<file path="src/rtl/reg_wb_pkg.sv">
// Shared definitions for the register-file write-back queue: lane codes,
// the queue entry layout and the default geometry.
package reg_wb_pkg;

  localparam int WBQ_DEPTH = 4;
  localparam int WBQ_AW    = 3;
  localparam int WBQ_DW    = 16;

  localparam logic [1:0] WEN_NONE = 2'b00;
  localparam logic [1:0] WEN_LO   = 2'b01;
  localparam logic [1:0] WEN_HI   = 2'b10;
  localparam logic [1:0] WEN_FULL = 2'b11;

  typedef struct packed {
    logic [WBQ_AW-1:0] dest;
    logic [WBQ_DW-1:0] data;
    logic [1:0]        mask;
  } wbq_entry_t;

endpackage

</file>
<file path="src/rtl/wbq_fwd_merge.sv">
// Per-lane newest-match search over the pending write-back entries.
// Entries arrive ordered oldest (index 0) to newest; the output register is older still.
module wbq_fwd_merge
  import reg_wb_pkg::*;
#(
  parameter int DEPTH = WBQ_DEPTH,
  parameter int AW    = WBQ_AW,
  parameter int DW    = WBQ_DW
) (
  input  logic [AW-1:0]    ent_dest [DEPTH],
  input  logic [DW-1:0]    ent_data [DEPTH],
  input  logic [1:0]       ent_mask [DEPTH],
  input  logic [DEPTH-1:0] ent_valid,
  input  logic [AW-1:0]    out_dest,
  input  logic [DW-1:0]    out_data,
  input  logic [1:0]       out_mask,
  input  logic [AW-1:0]    fwd_addr,
  output logic [DW-1:0]    fwd_data,
  output logic [1:0]       fwd_mask
);

  localparam int HB = DW / 2;

  logic [HB-1:0] lo_s;
  logic [HB-1:0] hi_s;
  logic [1:0]    m_s;
  logic          hit_s;

  // Walk candidates oldest to newest so the newest match per lane wins
  always_comb begin
    lo_s  = {HB{1'b0}};
    hi_s  = {HB{1'b0}};
    m_s   = WEN_NONE;
    hit_s = (out_mask != WEN_NONE) && (out_dest == fwd_addr);
    lo_s    = (hit_s && out_mask[0]) ? out_data[HB-1:0]  : lo_s;
    hi_s    = (hit_s && out_mask[1]) ? out_data[DW-1:HB] : hi_s;
    m_s[0]  = (hit_s && out_mask[0]) ? 1'b1 : m_s[0];
    m_s[1]  = (hit_s && out_mask[1]) ? 1'b1 : m_s[1];
    for (int i = 0; i < DEPTH; i++) begin
      hit_s  = ent_valid[i] && (ent_dest[i] == fwd_addr);
      lo_s   = (hit_s && ent_mask[i][0]) ? ent_data[i][HB-1:0]  : lo_s;
      hi_s   = (hit_s && ent_mask[i][1]) ? ent_data[i][DW-1:HB] : hi_s;
      m_s[0] = (hit_s && ent_mask[i][0]) ? 1'b1 : m_s[0];
      m_s[1] = (hit_s && ent_mask[i][1]) ? 1'b1 : m_s[1];
    end
    fwd_data = {hi_s, lo_s};
    fwd_mask = m_s;
  end

endmodule

</file>
<file path="src/rtl/reg_wb_queue.sv">
// Write-back queue feeding the register file write port, with pending-write forwarding.
// Optional macro WBQ_COALESCE_EN merges a new entry into a same-dest tail entry.
module reg_wb_queue
  import reg_wb_pkg::*;
#(
  parameter int DEPTH = WBQ_DEPTH,
  parameter int AW    = WBQ_AW,
  parameter int DW    = WBQ_DW
) (
  input  logic                     clk,
  input  logic                     rst_n,
  input  logic                     in_valid,
  output logic                     in_ready,
  input  logic [AW-1:0]            in_dest,
  input  logic [DW-1:0]            in_data,
  input  logic [1:0]               in_mask,
  input  logic                     drain_en,
  output logic [AW-1:0]            d,
  output logic [DW-1:0]            wr,
  output logic [1:0]               w_en,
  input  logic [AW-1:0]            fwd_addr,
  output logic [DW-1:0]            fwd_data,
  output logic [1:0]               fwd_mask,
  output logic [$clog2(DEPTH):0]   count
);

  localparam int PW = $clog2(DEPTH);
  localparam int CW = PW + 1;
  localparam int HB = DW / 2;

  logic [AW-1:0]    dest_r [DEPTH];
  logic [DW-1:0]    data_r [DEPTH];
  logic [1:0]       mask_r [DEPTH];
  logic [PW-1:0]    head_r;
  logic [PW-1:0]    tail_r;
  logic [CW-1:0]    count_r;
  logic             ready_en_r;
  logic [AW-1:0]    d_r;
  logic [DW-1:0]    wr_r;
  logic [1:0]       w_en_r;

  logic             push_s;
  logic             pop_s;
  logic             coal_s;
  logic             alloc_s;
  logic [AW-1:0]    ord_dest_s [DEPTH];
  logic [DW-1:0]    ord_data_s [DEPTH];
  logic [1:0]       ord_mask_s [DEPTH];
  logic [DEPTH-1:0] ord_valid_s;

  // ready_en_r keeps in_ready low through reset and for the first edge after release
  assign in_ready = ready_en_r & (count_r != CW'(DEPTH));
  assign push_s   = in_valid & in_ready & (in_mask != WEN_NONE);
  assign pop_s    = drain_en & (count_r != {CW{1'b0}});
  assign alloc_s  = push_s & ~coal_s;

`ifdef WBQ_COALESCE_EN
  logic [PW-1:0] last_s;
  logic [DW-1:0] merge_s;
  assign last_s = tail_r - PW'(1);

  // Merge into the tail unless that tail is the head leaving this cycle
  always_comb begin
    merge_s = {in_mask[1] ? in_data[DW-1:HB] : data_r[last_s][DW-1:HB],
               in_mask[0] ? in_data[HB-1:0]  : data_r[last_s][HB-1:0]};
    if (push_s && (count_r != {CW{1'b0}}) && (dest_r[last_s] == in_dest) &&
        !(pop_s && (count_r == CW'(1)))) begin
      coal_s = 1'b1;
    end else begin
      coal_s = 1'b0;
    end
  end
`else
  assign coal_s = 1'b0;
`endif

  // Queue storage, pointers and occupancy
  always_ff @(posedge clk or negedge rst_n) begin
    if (!rst_n) begin
      for (int i = 0; i < DEPTH; i++) begin
        dest_r[i] <= {AW{1'b0}};
        data_r[i] <= {DW{1'b0}};
        mask_r[i] <= WEN_NONE;
      end
      head_r     <= {PW{1'b0}};
      tail_r     <= {PW{1'b0}};
      count_r    <= {CW{1'b0}};
      ready_en_r <= 1'b0;
    end else begin
      ready_en_r <= 1'b1;
      if (alloc_s) begin
        dest_r[tail_r] <= in_dest;
        data_r[tail_r] <= in_data;
        mask_r[tail_r] <= in_mask;
        tail_r         <= tail_r + PW'(1);
      end
`ifdef WBQ_COALESCE_EN
      else if (coal_s) begin
        data_r[last_s] <= merge_s;
        mask_r[last_s] <= mask_r[last_s] | in_mask;
      end
`endif
      if (pop_s) begin
        head_r <= head_r + PW'(1);
      end
      case ({alloc_s, pop_s})
        2'b10:   count_r <= count_r + CW'(1);
        2'b01:   count_r <= count_r - CW'(1);
        default: count_r <= count_r;
      endcase
    end
  end

  // Register-file drive register; w_en is a single-cycle strobe per pop
  always_ff @(posedge clk or negedge rst_n) begin
    if (!rst_n) begin
      d_r    <= {AW{1'b0}};
      wr_r   <= {DW{1'b0}};
      w_en_r <= WEN_NONE;
    end else if (pop_s) begin
      d_r    <= dest_r[head_r];
      wr_r   <= data_r[head_r];
      w_en_r <= mask_r[head_r];
    end else begin
      w_en_r <= WEN_NONE;
    end
  end

  assign d     = d_r;
  assign wr    = wr_r;
  assign w_en  = w_en_r;
  assign count = count_r;

  // Present queue entries to the forwarding search in age order, head first
  always_comb begin
    ord_valid_s = {DEPTH{1'b0}};
    for (int i = 0; i < DEPTH; i++) begin
      ord_dest_s[i]  = dest_r[head_r + PW'(i)];
      ord_data_s[i]  = data_r[head_r + PW'(i)];
      ord_mask_s[i]  = mask_r[head_r + PW'(i)];
      ord_valid_s[i] = (CW'(i) < count_r);
    end
  end

  wbq_fwd_merge #(
    .DEPTH (DEPTH),
    .AW    (AW),
    .DW    (DW)
  ) u_fwd (
    .ent_dest  (ord_dest_s),
    .ent_data  (ord_data_s),
    .ent_mask  (ord_mask_s),
    .ent_valid (ord_valid_s),
    .out_dest  (d_r),
    .out_data  (wr_r),
    .out_mask  (w_en_r),
    .fwd_addr  (fwd_addr),
    .fwd_data  (fwd_data),
    .fwd_mask  (fwd_mask)
  );

endmodule

</file>
<file path="config.mk">
export PLATFORM = sky130hd
export DESIGN_NAME = reg_wb_queue
export DESIGN_NICKNAME = d
export VERILOG_FILES = /design/src/rtl/reg_wb_pkg.sv /design/src/rtl/wbq_fwd_merge.sv /design/src/rtl/reg_wb_queue.sv
export SDC_FILE = /design/constraint.sdc
export NUM_CORES = 1
export LEC_CHECK = 0
export CORE_ASPECT_RATIO = 0.6
export CORE_MARGIN = 1.5
export CORE_UTILIZATION = 42
export CTS_CLUSTER_SIZE = 10
export DETAILED_ROUTE_END_ITERATION = 16
export GPL_TIMING_DRIVEN = 0
export PLACE_DENSITY = 0.62
export SYNTH_ARGS = -nofsm -noshare
export SYNTH_HDL_FRONTEND = slang
export SYNTH_SLANG_ARGS = --single-unit
</file>
<file path="constraint.sdc">
create_clock -name clk -period 3.9 [get_ports clk]
set_input_delay 0.78 -clock clk [delete_from_list [all_inputs] [get_ports clk]]
set_output_delay 0.78 -clock clk [all_outputs]
set_load 0.05 [all_outputs]
</file>
* Yosys cells after proc, flatten, opt, wreduce, memory -nomap -nowiden
Cells that the tools add are included.
Operators by class: $add $sub $neg 6, bitwise operators 9, equal/unequal tests 8, reductions and logical operators 20, multiplexer cells 67, $lt $le $gt $ge 10
Operators with widths (number):
- $mux W16 | 9
- $bmux W16 S2 | 4
- $mux W8 | 10
- $bwmux W64 | 1
- $demux W16 S2 | 1
- $mux W3 | 9
- $bmux W3 S2 | 4
- $mux W2 | 10
- $bmux W2 S2 | 4
- $logic_and A1 B1 Y1 | 16
- $eq A3 B3 Y1 | 5
- $ge A3 B3 Y1 const B | 5
- $not A2 Y3 | 5
- $bwmux W12 | 1
- $mux W1 | 10
- $bwmux W8 | 1
- $demux W3 S2 | 1
- $lt A1 B3 Y1 const A | 2
- $lt A2 B3 Y1 const A | 2
- $pmux W3 S2 | 1
- $reduce_bool A2 Y1 | 3
- $add A2 B1 Y2 const B | 2
- $add A2 B2 Y2 const B | 2
- $and A1 B1 Y1 | 4
- 8 further kinds | 8
Word-level totals: input bits 28, flip-flop bits (word level) 113

* Depth between registers and ports, before layout
Gate-level depths: netlist of run 1.
word-level depth 11, mapped depth 10, gate-level depth less buffers 9

* Modules after synthesis
Synthesis of run 1 repeated with hierarchy kept, for this count alone.
Second synthesis, totals: cells, all modules 517, area, all modules 7505.9 µm²
By module, submodules not included:
- reg_wb_queue | instances 1, area each 6512.5 µm², cells an instance 390
- wbq_fwd_merge | instances 1, area each 993.5 µm², cells an instance 127

* Worst setup path after synthesis of run 1
No wires, ideal clock.
kind input to output, start point input port fwd_addr[0], end point output port fwd_data[0], required time 3.120 ns, data arrival time 3.089 ns, slack 0.031 ns, stages on the path 6, cell sequence clkbuf_1 xnor2_1 or3_1 a21boi_1 nor3_1 a22oi_1
Between the ends: word-level cells in the longest chain between the ends 8
Ends and longest elaborated chain:
- start: declaration | line reg_wb_queue.sv:21 | input logic [AW-1:0] fwd_addr,
- $eq A3 B3 Y1 | line wbq_fwd_merge.sv:34 | hit_s = (out_mask != WEN_NONE) && (out_dest == fwd_addr);
- $logic_and A1 B1 Y1 | line wbq_fwd_merge.sv:34
- $logic_and A1 B1 Y1 | line wbq_fwd_merge.sv:35 | lo_s = (hit_s && out_mask[0]) ? out_data[HB-1:0] : lo_s;
- $mux W8 | line wbq_fwd_merge.sv:35
- $mux W8 (3 in a row) | line wbq_fwd_merge.sv:41 | lo_s = (hit_s && ent_mask[i][0]) ? ent_data[i][HB-1:0] : lo_s;
- $mux W8 * | line wbq_fwd_merge.sv:41
- end: declaration | line reg_wb_queue.sv:22 | output logic [DW-1:0] fwd_data,
Mark *: on every way between the ends. The rest lies on a longest branch, timed or not.

* Final worst setup path of run 1
start point register head_r[0], end point output port fwd_data[5]
Between the ends: word-level cells in the longest chain between the ends 11
Ends and longest elaborated chain:
- start: declaration | line reg_wb_queue.sv:34 | logic [PW-1:0] head_r;
- start signal: assignment | line reg_wb_queue.sv:85 | head_r <= {PW{1'b0}};
- start signal: assignment | line reg_wb_queue.sv:104 | head_r <= head_r + PW'(1);
- $add A2 B1 Y2 or $not A2 Y3 (tied branches) | line reg_wb_queue.sv:138, reg_wb_queue.sv:139, reg_wb_queue.sv:140
- $not A2 Y3 (not written as such) or $bmux W3 S2 (tied branches) | line reg_wb_queue.sv:138, reg_wb_queue.sv:139, reg_wb_queue.sv:140
- $bmux W3 S2 or $mux W3 (tied branches) | line reg_wb_queue.sv:138 | ord_dest_s[i] = dest_r[head_r + PW'(i)];
- $mux W3 (not written as such) | line reg_wb_queue.sv:138
- $mux W3 (not written as such) or $eq A3 B3 Y1 (tied branches) | line reg_wb_queue.sv:138, wbq_fwd_merge.sv:40
- $eq A3 B3 Y1 or $logic_and A1 B1 Y1 (tied branches) | line wbq_fwd_merge.sv:40 | hit_s = ent_valid[i] && (ent_dest[i] == fwd_addr);
- $logic_and A1 B1 Y1 (on tied branches) | line wbq_fwd_merge.sv:40, wbq_fwd_merge.sv:41
- $logic_and A1 B1 Y1 or $mux W8 (tied branches) | line wbq_fwd_merge.sv:41
- $mux W8 (2 in a row) | line wbq_fwd_merge.sv:41
- $mux W8 * | line wbq_fwd_merge.sv:41
Mark *: on every way between the ends. The rest lies on a longest branch, timed or not. The select of a mux whose other input is x is not followed.

==> impl_metrics.tcl, run 1 <==
set metrics [dict create \
    postRouteAntennaNets 0 \
    synth-compound-area-share_pct 18.1 \
    fmax_mhz 250 \
    synth_common_cells "dfrtp_1, mux2_2, nand2_1, o21ai_0, mux2i_1" \
    antenna_found_initial 0 \
    dieWidth_um 173 \
    cts_tree "done" \
    grt_pass1_wl_um 39700 \
    ys_warn_count 0 \
    overflow 0 \
    r2r_slack_ps 600 \
    regToRegStartpoint "count[0]" \
    grt.total_usage_pct 29.8 \
    synthMuxAreaShare_pct 25.7 \
    regArea_um2 2830 \
    synth_seq_cells 113 \
    yosysUniqueCellTypes 44 \
    start_util_pct 42.7 \
    rsz0062_at_grt "true" \
    multi_input_area_um2 5110 \
    critPathMaxFanout 9 \
    htreeDepth 4 \
    period_needed_ps 4000 \
    timing.hold.ws_ps 364 \
    crit_path_frequent_cell "buf_6" \
    clk_latency_ps 430 \
    syn_area_um2 7300 \
    hp-class "input pin to asynchronous set/reset pin" \
    ys.flop_type "dfrtp_1" \
    coreArea_um2 17100 \
    critPathSlowestCell "or4_4" \
    crit_buf_inv 3 \
    synth-xor-area-share_pct 2.64 \
    synth_area_leader_cell "dfrtp_1" \
    syn_nets 753 \
    rows 37 \
    port_buffers 67 \
    cts_buffers 17 \
    violations "negative setup slack" \
    worst_pin_slew_ps 1030 \
    synth-simple-area-share_pct 9.34 \
    worst_slack_ps -102 \
    ys_seq_area_share_pct 38.7 \
    post-route-drc-count 0 \
    fin_crit_sh_pct 103 \
    root_buffer "clkbuf_16" \
    avgSynthCellArea_um2 10.2 \
    drtPass1Iterations 5 \
    timing.critical_path.cells "buf_6 -> mux4_2 -> xor2_2 -> or4_4 -> or2_4 -> buf_12 -> a31oi_4 -> a22oi_2 -> buf_6" \
    hpwl_um 19800 \
    cp.depth 9 \
    drt_iter0_drc 702 \
    grt_pass1_vias 6335 \
    wl_um 27100 \
    wire_per_inst_um 25.2 \
    finClkSkew_ps 9.19 \
    grt_max_degree 69 \
    final_hold_viol_count 0 \
    area_growth_pct 39.8 \
    fin_setup_tns_ps -1070 \
    critPathLaunchType "flip-flop" \
    synth_top_family_by_area "multiplexers" \
    cts_buffer_depth 2 \
    place.gp.congestion 0.994 \
    final_layout_size_suffix_gt1_share_pct 39.0 \
    synthArstFlopShare_pct 100 \
    vias 6705 \
    drv_slew 0 \
    yosysMostFrequentCell "dfrtp_1" \
    diodes 0 \
    pin_count 71 \
    setup_violations 16 \
    reg2reg_to "data_r[15]" \
    path_clk_slew_ps 60 \
    worstSetupPathType "flip-flop to output pin" \
    fillerInstances 1360 \
    synth_edf_count 0 \
    crit_family "simple AND/OR/NAND/NOR gates" \
    synthAdderAreaFrac_pct 1.54 \
    synth_cells 716 \
    nets 864 \
    reg2regPathDepth 8 \
    die-area_um2 18200 \
    cpPeakStageDelay_ps 620 \
    crit_path_start "head_r[0]" \
    cp-endpoint "fwd_data[5]" \
    die_height_um 105 \
    worstPathRequired_ps 3120 \
    yosysTopAreaCellShare_pct 38.7 \
    vias_per_cell 6.24 \
    critPathArrivalTime_ps 3220 \
    yosys-top-cells-area "dfrtp_1, mux2_2, mux2i_1, nand2_1, o21ai_0" \
    cap_viol_max_count 0 \
    cts_hold_buffers 0 \
    crit_path_end_kind "output pin" \
    status "complete, but fails checks" \
    pre_cts_slack_ps -940 \
    slew_headroom_pct 31.5 \
    clock_sinks 113 \
]
## layer usage
metal	global-route usage [%]	vias to the layer above	part of all wire (%)
met5	0	-	0
met4	5.40	0	1.1
met3	9.61	37	10
met2	38.1	332	39
met1	47.6	3406	50
li1	-	2930	-
## worst reg2reg max path: stages, from the launching register on
cell      delay, ps
dfrtp_1         500
inv_1           110
ha_1            230
a21boi_0        630
o211a_1         260
clkbuf_1        300
nand2_1         210
clkbuf_1        490
mux2_2          450
## cell families (layout without fill, tap and decap cells)
group / Yosys count / in the layout
multiplexers: 163 / 163
flip-flops: 113 / 113
other: 1 / 1
adder cells (fa/ha/maj): 9 / 9
AO/OA/AOI/OAI: 194 / 194
XOR/XNOR: 22 / 22
buffers and inverters: 65 / 187
AND/OR/NAND/NOR: 149 / 151
## layout by cell type, fill, tap and decap left out, drive strengths merged, types with 20 or more instances in the layout
| cell | instances |
|---|---|
| a21oi | 20 |
| clkbuf | 53 |
| clkdlybuf4s50 | 48 |
| dfrtp | 113 |
| nor3 | 24 |
| mux2i | 49 |
| o21ai | 57 |
| mux2 | 105 |
| nand2 | 87 |
| buf | 63 |
## through the flow
stage                     instances  util (%)  area, um^2
final                          1074      59.7       10200
after global routing           1074      59.7       10200
after CTS                      1060      56.9        9720
after detailed placement       1018      48.5        8290
after global placement         1017      48.4        8260
after floorplan                 716         -        7300
## worst min-delay path by stage
stage | depth (start not counted) | slack, ps | endpoint
3_3_place_gp | 2 | 510 | wr[0]
4_1_cts | 1 | 380 | data_r[4]
3_5_place_dp | 2 | 510 | wr[13]
2_1_floorplan | 0 | 480 | count[0]
6_report | 1 | 360 | data_r[4]
5_1_grt | 1 | 420 | data_r[4]
## state kept, by name, indices dropped and copies added, names as in the netlist
| name | flops |
|---|---|
| w_en | 2 |
| data_r | 64 |
| d | 3 |
| count | 3 |
| tail_r | 2 |
| mask_r | 8 |
| head_r | 2 |
| ready_en_r | 1 |
| wr | 16 |
| dest_r | 12 |
## what timing repair did
| action | 4_1_cts | 5_1_grt |
|---|---|---|
| gates cloned | 2 | 1 |
| setup buffers | 9 | 14 |
| hold endpoints to repair | 0 | 0 |
| pin swaps | 8 | 33 |
| endpoints found under the setup margin | 18 | 18 |
| resized for setup | 267 | 96 |
## layout make-up
class / instances / share of cell area [%]
repair buffers: 92 / 9.38
clock inverters: 14 / 1.99
plain buffers: 55 / 3.46
flip-flops and latches: 113 / 27.7
inverters: 8 / 0.294
clock buffers: 18 / 4.20
well taps: 234 / 2.87
multi-input cells: 540 / 50.1
Power of run 1 is not shown: default switching activity piles up to over one toggle a cycle in this logic, so the estimate is an artifact.
==> run 2, diff against run 1 <==
CORE_UTILIZATION = 58   (was 42)
GPL_TIMING_DRIVEN = default   (was 0)
PLACE_DENSITY = 0.81   (was 0.62)
==> impl_metrics.tcl, run 2 (synthesis gave the netlist of run 1 again) <==
set metrics [dict create \
    place.gp.congestion 0.887 \
    wl_um 22600 \
    die-area_um2 13300 \
    overflow 0 \
    critPathLaunchType "flip-flop" \
    crit_path_end_kind "output pin" \
    period_needed_ps 4110 \
    violations "negative setup slack" \
    dieWidth_um 148 \
    grt_pass1_wl_um 34900 \
    drv_slew 0 \
    wire_per_inst_um 23.2 \
    hpwl_um 15300 \
    final_layout_size_suffix_gt1_share_pct 31.1 \
    die_height_um 89.9 \
    clock_sinks 113 \
    worstSetupPathType "flip-flop to output pin" \
    status "complete, but fails checks" \
    drtPass1Iterations 6 \
    fin_crit_sh_pct 105 \
    crit_path_frequent_cell "buf_6" \
    cts_tree "done" \
    antenna_found_initial 0 \
    coreArea_um2 12200 \
    port_buffers 70 \
    diodes 0 \
    worst_slack_ps -207 \
    cpPeakStageDelay_ps 610 \
    layout.cells.most_common "dfrtp_1" \
    postRouteAntennaNets 0 \
    drt_iter0_drc 882 \
    cap_viol_max_count 0 \
    mostFrequentLayoutCells "dfrtp_1, mux2_2, nand2_1" \
    cts_buffer_depth 2 \
    rsz0062_at_grt "true" \
    hp-class "input pin to asynchronous set/reset pin" \
    setup_violations 17 \
    grt_pass1_vias 6242 \
    path_clk_slew_ps 50 \
    regMostFlops "data_r" \
    fmax_mhz 244 \
    clk_latency_ps 420 \
    worst_pin_slew_ps 805 \
    vias 6563 \
    finClkSkew_ps 5.05 \
    cts_buffers 17 \
    rows 31 \
    area_growth_pct 26.0 \
    critPathSlowestCell "or4_4" \
    start_util_pct 59.9 \
    critPathMaxFanout 12 \
    pin_count 71 \
    grt.total_usage_pct 34.4 \
    cts_hold_buffers 0 \
    worstPathRequired_ps 3120 \
    grt_max_degree 61 \
    root_buffer "clkbuf_16" \
    r2r_slack_ps 1430 \
    nets 834 \
    slew_headroom_pct 46.3 \
    pre_cts_slack_ps -408 \
    timing.critical_path.cells "buf_6 -> mux4_2 -> xor2_1 -> or4_4 -> buf_12 -> nor3_1 -> a31oi_2 -> a22oi_2 -> buf_6" \
    final_hold_viol_count 0 \
    htreeDepth 4 \
    largest_register_ffs 64 \
    critPathArrivalTime_ps 3330 \
    post-route-drc-count 0 \
    vias_per_cell 6.74 \
]
==> run 2: cell types whose count changed in the layout (fill, tap and decap cells not counted), moves of 10 or more <==
cell,before,now
a2111oi_0,1,15
a31oi_4,15,2
buf_4,23,48
clkbuf_1,24,0
clkbuf_2,10,0
mux2i_1,28,49
mux2i_2,10,0
mux2i_4,11,0
==> run 2: final cells by class <==
class,instances,area [um^2]
fill,810,2980
sequential,113,2830
clock inverter,10,133
tap,165,206
clock buffer,21,480
multi-input combinational,539,4410
timing repair buffer,118,1110
inverter,8,30.0
==> run 2: repair_timing <==
item	in CTS	in global routing
gates cloned	1	0
pin swaps	6	11
setup buffers	5	7
gates resized for setup	41	32
setup endpoints to repair	18	18
==> run 2: final timing paths <==
check                      startpoint            to  depth (start not counted)
min reg2reg                data_r[17]    data_r[17]                          1
max                         head_r[0]  fwd_data[15]                          9
min                             rst_n     head_r[0]                          1
max reg2reg                  count[0]      count[2]                          8
min in group clk           data_r[17]    data_r[17]                          1
max in group asynchronous       rst_n    data_r[58]                          2
==> run 2: layer usage <==
layer	global-route usage, %	vias up	part of all wire [%]
met5	0	-	0
met4	10.6	0	2.9
met3	10.8	67	12
met2	48.4	487	42
met1	50.7	3156	43
li1	-	2853	-
==> run 2: stage by stage <==
step	cell area [um^2]	util, %	std cells	hold WS (ps)	setup TNS [ps]
finish	9200	75.6	974	444	-1980
detailed placement	8190	67.3	930	502	-4170
floorplan	7300	-	716	484	0
global placement	8190	67.3	930	492	-2570
CTS	9030	74.1	967	469	-991
global route	9200	75.6	974	513	-3000
==> run 2: worst max-delay path, delay by kind of cell, from the launching register on <==
family	cells	cell delay (ps)
AND/OR/NAND/NOR	2	870
multiplexers	1	530
buffers and inverters	3	510
flip-flops	1	440
AO/OA/AOI/OAI	2	380
XOR/XNOR	1	170
Power of run 2 is left out for the same reason.
==> run 3, diff against run 2 <==
--- a/config.mk
+++ b/config.mk
@@ -8,8 +8,8 @@
 export CORE_ASPECT_RATIO = 0.6
 export CORE_MARGIN = 1.5
-export CORE_UTILIZATION = 58
+export CORE_UTILIZATION = 63
 export CTS_CLUSTER_SIZE = 10
 export DETAILED_ROUTE_END_ITERATION = 16
-export PLACE_DENSITY = 0.81
+export PLACE_DENSITY = 0.87
 export SYNTH_ARGS = -nofsm -noshare
 export SYNTH_HDL_FRONTEND = slang
==> constraint.sdc (replaced) <==
create_clock -name clk -period 5.1 [get_ports clk]
set_input_delay 1.02 -clock clk [delete_from_list [all_inputs] [get_ports clk]]
set_output_delay 1.02 -clock clk [all_outputs]
set_load 0.02 [all_outputs]
==> impl_metrics.tcl, run 3 (synthesis gave the netlist of run 1 again) <==
set metrics [dict create \
    holdCritStartpoint "data_r[22]" \
    regArea_um2 2840 \
    finClkSkew_ps 7.30 \
    clock_sinks 113 \
    regToRegStartpoint "count[0]" \
    hold_depth 1 \
    rows 30 \
    layout.cells.most_common "dfrtp_1" \
    worstSetupPathType "input pin to output pin" \
    diodes 0 \
    hold_path_end "data_r[22]" \
    coreArea_um2 11300 \
    cts_setup_buffers 0 \
    clk_latency_ps 430 \
    worstPathRequired_ps 4080 \
    cts_buffers 17 \
    worst_pin_slew_ps 1290 \
    fin_crit_sh_pct 99.6 \
    final_hold_viol_count 0 \
    antenna_found_initial 0 \
    overflow 0 \
    start_util_pct 64.6 \
    status "finished, final reports clean" \
    slew_headroom_pct 14.0 \
    place_area_um2 8150 \
    wl_um 22200 \
    fin_area_um2 8820 \
    multi_input_area_um2 4210 \
    crit_path_end_kind "output pin" \
    final_layout_size_suffix_gt1_share_pct 23.5 \
    vias 6504 \
    grt_pass1_vias 6229 \
    drv_slew 0 \
    nets 812 \
    reg2regPathDepth 6 \
    grt_pass1_wl_um 34400 \
    cap_viol_max_count 0 \
    rsz0062_at_grt "false" \
    power_density_nw_per_um2 827 \
    root_buffer "clkbuf_16" \
    regMostFlops "data_r" \
    hp-class "flip-flop to flip-flop" \
    drt_iter0_drc 944 \
    area_growth_pct 20.9 \
    vias_per_cell 6.87 \
    period_needed_ps 5080 \
    fmax_mhz 197 \
    largest_register_ffs 64 \
    cts_tree "done" \
    place.gp.congestion 0.999 \
    critPathArrivalTime_ps 4060 \
    hpwl_um 15000 \
    port_buffers 70 \
    setup_violations 0 \
    htreeDepth 4 \
    grt_max_degree 70 \
    die-area_um2 12300 \
    dieWidth_um 142 \
    fin_setup_tns_ps 0 \
    path_clk_slew_ps 60 \
    timing.hold.ws_ps 520 \
    irDropWorstVdd_mv 0.368 \
    critPathMaxFanout 8 \
    cts_buffer_depth 2 \
    drtPass1Iterations 8 \
    r2r_slack_ps 1980 \
    die_height_um 86.4 \
    mostFrequentLayoutCells "dfrtp_1, mux2_2, nand2_1" \
    postRouteAntennaNets 0 \
    grt.total_usage_pct 37.6 \
    leakage_nw 3.76 \
    pin_count 71 \
    post-route-drc-count 0 \
    power_mw 7.30 \
    wire_per_inst_um 23.4 \
    fillerInstances 667 \
    reg2reg_to "data_r[2]" \
    critPathLaunchType "input pin" \
]
## run 3: changes by cell type in the layout (fill, tap and decap cells not counted), sizes merged
| cell | before | now |
|---|---|---|
| dlymetal6s2s | 0 | 2 |
| or2 | 3 | 2 |
| clkinv | 4 | 5 |
| clkdlybuf4s50 | 51 | 67 |
| buf | 67 | 28 |
| bufinv | 3 | 4 |
| clkinvlp | 3 | 1 |
## run 3: through the flow
step           worst slack (ps)  utilization, %  cells
6_report                   20.8            78.1    947
5_1_grt                   0.113            78.1    947
4_1_cts                    42.0            77.9    947
3_5_place_dp              -60.6            72.2    916
3_3_place_gp               96.8            72.2    916
2_1_floorplan              1190               -    716
## run 3: report_power, final
part	total [mW]	internal, mW	switching [mW]	leakage, nW
logic	4.15	1.78	2.37	2.07
registers	1.86	1.35	0.516	1.38
clock network	1.29	0.862	0.429	0.315
## run 3: critical path, stage by stage
cell and delay (ps):
clkdlybuf4s50_1 650, buf_4 200, nor2b_1 180, mux2i_1 130, a21oi_1 230, nand2_1 230
o311ai_0 530, buf_4 190, a22oi_1 100, clkdlybuf4s50_1 600
## run 3: repair_timing
item                                    CTS  global route
pin swaps                                 0             0
gates resized for setup                   2            10
hold buffers                              0             0
endpoints found under the setup margin   10            16
## run 3: final cells by class
type / instances / area share (%)
Multi-Input combinational cell: 538 / 47.7
Sequential cell: 113 / 32.1
Timing Repair Buffer: 97 / 10.3
Clock buffer: 21 / 5.44
Tap cell: 160 / 2.27
Clock inverter: 10 / 1.77
Inverter: 8 / 0.340
## run 3: worst max-delay path by stage
stage,from,end,slack [ps],cells after the start
2_1_floorplan,fwd_addr[0],fwd_data[0],1190,6
3_3_place_gp,fwd_addr[2],fwd_mask[0],100,9
3_5_place_dp,fwd_addr[2],fwd_data[7],-60,9
4_1_cts,fwd_addr[2],fwd_data[14],40,8
5_1_grt,fwd_addr[1],fwd_data[8],0.1,9
6_report,fwd_addr[2],fwd_data[8],20,10
## run 3: metal layers
layer | track usage (%) | part of all wire (%)
met1 | 52.9 | 42
met2 | 52.2 | 42
met3 | 16.4 | 15
met4 | 10.7 | 2.0
met5 | 3.64 | 0
Note: power is estimated with default switching activity, not from simulation.
